### config.mk
export PLATFORM = sky130hd
export DESIGN_NAME = uart_mem_loader
export DESIGN_NICKNAME = d
export VERILOG_FILES = /design/src/rtl/uart_mem_loader.sv
export SDC_FILE = /design/constraint.sdc
export NUM_CORES = 1
export LEC_CHECK = 0
export BUFFER_PORTS_ARGS = -buffer_cell sky130_fd_sc_hd__clkbuf_2
export CAP_MARGIN = 0
export CORE_UTILIZATION = 59
export DETAILED_ROUTE_END_ITERATION = 10
export GPL_ROUTABILITY_DRIVEN = 0
export GPL_TIMING_DRIVEN = 0
export PLACE_DENSITY = 0.81
export RECOVER_POWER = 100
export SYNTH_ARGS = -nofsm -noshare
export SYNTH_HDL_FRONTEND = slang
export SYNTH_SLANG_ARGS = --single-unit
### constraint.sdc
create_clock -name clk -period 5.8 [get_ports clk]
set_input_delay 1.16 -clock clk [delete_from_list [all_inputs] [get_ports clk]]
set_output_delay 1.16 -clock clk [all_outputs]
set_load 0.005 [all_outputs]
### src/rtl/uart_mem_loader.sv
// rtl/uart_mem_loader.sv - byte-stream frame loader that writes words to SRAM and verifies them by readback
module uart_mem_loader #(
    parameter int ADDR_WIDTH = 13,
    parameter int DATA_WIDTH = 32,
    parameter int NUM_WMASKS = 4
) (
    input  logic                  clk,
    input  logic                  reset,
    input  logic [7:0]            rx_data,
    input  logic                  rx_valid,
    output logic                  csb,
    output logic                  web,
    output logic [NUM_WMASKS-1:0] wmask,
    output logic [ADDR_WIDTH-1:0] addr,
    output logic [DATA_WIDTH-1:0] din,
    input  logic [DATA_WIDTH-1:0] dout,
    output logic                  busy,
    output logic                  done,
    output logic                  error
);
    typedef enum logic [2:0] {HDR, DATA, CSUM, RD, RDWAIT, FIN} state_t;

    state_t                state_q, state_d;
    logic [1:0]            bidx_q, bidx_d;
    logic [15:0]           hdr_addr_q, hdr_addr_d;
    logic [15:0]           cnt_q, cnt_d;
    logic [15:0]           word_q, word_d;
    logic [7:0]            sum_q, sum_d;
    logic [7:0]            csum_q, csum_d;
    logic [7:0]            rb_sum_q, rb_sum_d;
    logic                  csb_q, csb_d;
    logic                  web_q, web_d;
    logic [NUM_WMASKS-1:0] wmask_q, wmask_d;
    logic [ADDR_WIDTH-1:0] addr_q, addr_d;
    logic [DATA_WIDTH-1:0] din_q, din_d;
    logic                  busy_q, busy_d;
    logic                  done_q, done_d;
    logic                  error_q, error_d;
    logic [7:0]            rb_next;
    logic                  last_word;
    logic                  match;

    always_comb begin
        state_d    = state_q;
        bidx_d     = bidx_q;
        hdr_addr_d = hdr_addr_q;
        cnt_d      = cnt_q;
        word_d     = word_q;
        sum_d      = sum_q;
        csum_d     = csum_q;
        rb_sum_d   = rb_sum_q;
        addr_d     = addr_q;
        din_d      = din_q;
        csb_d      = 1'b1;
        web_d      = 1'b1;
        wmask_d    = '0;
        done_d     = 1'b0;
        error_d    = 1'b0;
        rb_next    = rb_sum_q + dout[7:0] + dout[15:8] + dout[23:16] + dout[31:24];
        last_word  = ({1'b0, word_q} + 17'd1) == {1'b0, cnt_q};
        match      = 1'b0;

        // The address advances the cycle after each write strobe, independent of byte capture.
        if (!csb_q && !web_q) begin
            addr_d = addr_q + 1'b1;
        end

        case (state_q)
            HDR: begin
                if (rx_valid) begin
                    bidx_d = bidx_q + 1'b1;
                    case (bidx_q)
                        2'd0: hdr_addr_d[7:0]  = rx_data;
                        2'd1: hdr_addr_d[15:8] = rx_data;
                        2'd2: cnt_d[7:0]       = rx_data;
                        default: begin
                            cnt_d[15:8] = rx_data;
                            addr_d      = hdr_addr_q[ADDR_WIDTH-1:0];
                            word_d      = '0;
                            state_d     = ({rx_data, cnt_q[7:0]} == 16'd0) ? CSUM : DATA;
                        end
                    endcase
                end
            end
            DATA: begin
                if (rx_valid) begin
                    din_d[{bidx_q, 3'b000} +: 8] = rx_data;
                    sum_d  = sum_q + rx_data;
                    bidx_d = bidx_q + 1'b1;
                    if (bidx_q == 2'd3) begin
                        csb_d   = 1'b0;
                        web_d   = 1'b0;
                        wmask_d = '1;
                        word_d  = word_q + 16'd1;
                        if (last_word) begin
                            state_d = CSUM;
                        end
                    end
                end
            end
            CSUM: begin
                if (rx_valid) begin
                    csum_d = rx_data;
                    if (cnt_q == 16'd0) begin
                        match   = (sum_q == rx_data) && (rx_data == rb_sum_q);
                        done_d  = match;
                        error_d = !match;
                        state_d = FIN;
                    end else begin
                        csb_d   = 1'b0;
                        addr_d  = hdr_addr_q[ADDR_WIDTH-1:0];
                        word_d  = '0;
                        state_d = RD;
                    end
                end
            end
            RD: begin
                state_d = RDWAIT;
            end
            RDWAIT: begin
                rb_sum_d = rb_next;
                word_d   = word_q + 16'd1;
                if (last_word) begin
                    match   = (sum_q == csum_q) && (csum_q == rb_next);
                    done_d  = match;
                    error_d = !match;
                    state_d = FIN;
                end else begin
                    csb_d   = 1'b0;
                    addr_d  = addr_q + 1'b1;
                    state_d = RD;
                end
            end
            default: begin
                bidx_d   = '0;
                sum_d    = '0;
                rb_sum_d = '0;
                state_d  = HDR;
            end
        endcase

        busy_d = (state_d != HDR) || (bidx_d != 2'd0);
    end

    always_ff @(posedge clk) begin
        if (reset) begin
            state_q    <= HDR;
            bidx_q     <= '0;
            hdr_addr_q <= '0;
            cnt_q      <= '0;
            word_q     <= '0;
            sum_q      <= '0;
            csum_q     <= '0;
            rb_sum_q   <= '0;
            csb_q      <= 1'b1;
            web_q      <= 1'b1;
            wmask_q    <= '0;
            addr_q     <= '0;
            din_q      <= '0;
            busy_q     <= 1'b0;
            done_q     <= 1'b0;
            error_q    <= 1'b0;
        end else begin
            state_q    <= state_d;
            bidx_q     <= bidx_d;
            hdr_addr_q <= hdr_addr_d;
            cnt_q      <= cnt_d;
            word_q     <= word_d;
            sum_q      <= sum_d;
            csum_q     <= csum_d;
            rb_sum_q   <= rb_sum_d;
            csb_q      <= csb_d;
            web_q      <= web_d;
            wmask_q    <= wmask_d;
            addr_q     <= addr_d;
            din_q      <= din_d;
            busy_q     <= busy_d;
            done_q     <= done_d;
            error_q    <= error_d;
        end
    end

    assign csb   = csb_q;
    assign web   = web_q;
    assign wmask = wmask_q;
    assign addr  = addr_q;
    assign din   = din_q;
    assign busy  = busy_q;
    assign done  = done_q;
    assign error = error_q;
endmodule

==> out/metrics.cfg <==
[outcome]
status = complete, but fails checks
violations = max-capacitance violations, max-slew violations

[clocking]
htree_levels = 4
clk_transition_reported_paths_ps = 60
cts_tree = done
clockBufferDepth = 2
post_cts_buffers = 0
worstSkewPairLatency_ps = 420
cts-buffers-inserted = 17
cts-resized-gates = 0
root_buffer = clkbuf_16
clock_sinks = 125
cts_hold_repair.buffers = 0

[timing]
setup_tns_ps = 0
drv_slew = 8
rsz0062_at_grt = false
final_hold_viol_count = 0
tightestPinTransition_ps = 1810
setup_viol = 0
period_share = 0.9083
fin_crit_ps = 5268
fin_skew_ps = 8.580
clock.fmax_ghz = 0.1898
relSlewSlack = -0.2179

[global_route]
grt-ovfl-total = 0
grt_pass1_wl_mm = 32.53
antenna_found_initial = 0
grt_start_max_net_pins = 17
grt_usage = 0.3189
grt_pass1_vias = 6574

[critical_path]
crit_buf_inv = 5
cp.arrival_ps = 5560
endpoint_kind = flip-flop
cp.required_ps = 6100
slowest_delay_ps = 750
path_cells = clkbuf_2, inv_1, fa_1, fa_1, fa_1, inv_1, ha_1, inv_1, fa_1, inv_1, a21o_1, a21oi_1, xnor3_1, or4_1, a2111oi_0, nand2b_1, a21oi_1
start_kind = primary input
crit_type = in2reg
worstPathMaxFanout = 3
critPathTopFamily = adder cells
cpMaxStageDelayCell = a2111oi_0

[power_and_ir_drop]
leakage_nw = 3.536
ir_drop_mv = 0.2301
powerDensity_nw_per_um2 = 266.0
power_frac_seq = 0.381
switchingPower_uw = 665.3
intPower_mw = 1.632
sw_frac_of_total = 0.2896
power_frac_clock = 0.443
comb_power_share = 0.176

[floorplan]
start_util = 0.6131
ios = 97
die_y_um = 114.7
die_x_um = 114.7
die_area_um2 = 13140
rows = 40
core-area_um2 = 12210

[synthesis]
ys.warnings.count = 0
synth-seq-cells = 125
netlist_area_um2 = 7487
async_flop_share = 0
syn_inst = 944
synth_top_cell_by_area = dfxtp_1
ys_top_cells_by_area = dfxtp_1 (33%), a21oi_1 (6.8%), nand2_1 (6.2%), fa_1 (5.6%), nand3_1 (5.1%)
synth_seq_area_share = 0.3342
syn_nets = 1031
ys.flop_type = dfxtp_1
netlist.area_leader.share = 0.3342
ys_types = 73
synth_edf_count = 0
syn_area_per_cell_um2 = 7.931

[finish]
num_antenna_cells = 0
layout_common_cells = nand2_1 (125), dfxtp_1 (125), a21oi_1 (101)
drive_gt1_frac = 0.1065
nets = 1144
fin_cells = 1238
syn2layout_area_growth_pct = 15.34

[detailed_routing]
ant_nets = 0
wire_per_inst_um = 16.38
firstDrtPassIters = 5
drt_iter0_markers = 806
wirelength_mm = 20.28
drc = 0
routed_via_density = 5.956
vias = 7373

[flow_run]
maxCapViolCount = 1

[placed_design]
dp.cells = 1206
dp_hpwl_mm = 14.25
portBuffers = 94

[hold_path]
hold_class = reg2reg

[final cells by class]
class	instances	area, um^2
inverters	73	274.0
multi-input cells	686	4407
well taps	168	210.2
clock buffers	18	429.2
plain buffers	60	246.5
fillers	1024	3576
flip-flops and latches	125	2502
clock inverters	14	135.1
repair buffers	94	431.7
[worst register-to-register path: stages (launching register included)]
cell and delay [ps]:
dfxtp_1 450, ha_1 290, nand3_1 250, nor4_1 610, mux2i_1 290, o31ai_2 110, nor4_1 1470, o21ai_0 850
a41oi_1 460, a221o_1 150
[stage by stage]
step	hold slack [ps]	cell area [um^2]	utilization	worst slack (ps)	total power, mW
final	451.5	8636	0.7072	532.0	2.297
after global routing	467.5	8636	0.7072	372.7	2.390
after global placement	437.3	8168	0.6689	264.7	1.280
after detailed placement	446.3	8168	0.6689	195.3	1.294
after CTS	454.6	8732	0.7151	627.7	2.302
after floorplan	424.9	7487	-	775.2	1.197
[Yosys cell counts (3+ instances only)]
cell and n:
nor2_1 78, o21ai_0 19, or4_1 3, a311oi_1 5, buf_2 5, o211ai_1 3
nand2_1 124, nand3_1 76, a21oi_1 101, clkbuf_1 49, o21a_1 4, xnor2_1 26
dfxtp_1 125, a21o_1 11, nand2b_1 4, nor3b_1 7, a311o_1 4, nand4_1 7
xor2_1 27, a31oi_1 6, and4_1 3, fa_1 21, inv_1 73, mux2i_1 10
and3_1 10, a22oi_1 16, nor3_1 13, a41oi_1 3, a2bb2oi_1 4, ha_1 23
nor4_1 13, or2_2 3, or3_1 3, and2_1 6, a221o_1 3, nor2b_1 6
buf_4 4
[path summary, 6_finish.rpt]
check	from	to	depth (start not counted)	slack, ps
worst max-delay path	dout[1]	error	17	530
worst min-delay path	din[29]	din[29]	2	450
worst max register to register	word_q[0]	addr[6]	9	800
worst min register to register	din[29]	din[29]	2	450
[registers in the layout, indices dropped and copies added, names as in the netlist]
signal,flops
done,1
rb_sum_q,8
din,32
sum_q,8
state_q,3
bidx_q,2
cnt_q,16
addr,13
word_q,16
busy,1
web,1
wmask,1
error,1
csb,1
csum_q,8
hdr_addr_q,13
[layer usage]
| layer | global-route usage | part of all wire |
|---|---|---|
| met3 | 0.06776 | 0.084 |
| met5 | 0 | 0 |
| met2 | 0.5269 | 0.47 |
| met1 | 0.4115 | 0.42 |
| met4 | 0.1143 | 0.032 |
[cells by family (layout without fill, tap and decap cells)]
kind of cell | Yosys count | after routing | synth area share
and+or+nand+nor | 367 | 367 | 0.2350
buffers and inverters | 133 | 259 | 0.06952
muxes | 10 | 10 | 0.01337
xor gates and xnor gates | 55 | 55 | 0.06801
AOI/OAI and AO/OA | 209 | 209 | 0.1840
DFF | 125 | 125 | 0.3342
adders and majority gates | 45 | 45 | 0.09592
[power by group through the flow]
stage	clock, mW	sequential (mW)	combinational [mW]
2_1_floorplan	0	0.891	0.306
3_3_place_gp	0	0.893	0.387
3_5_place_dp	0	0.893	0.401
4_1_cts	1.02	0.874	0.406
5_1_grt	1.06	0.875	0.458
6_report	1.02	0.874	0.405
Power figures use the tool's default switching activity.
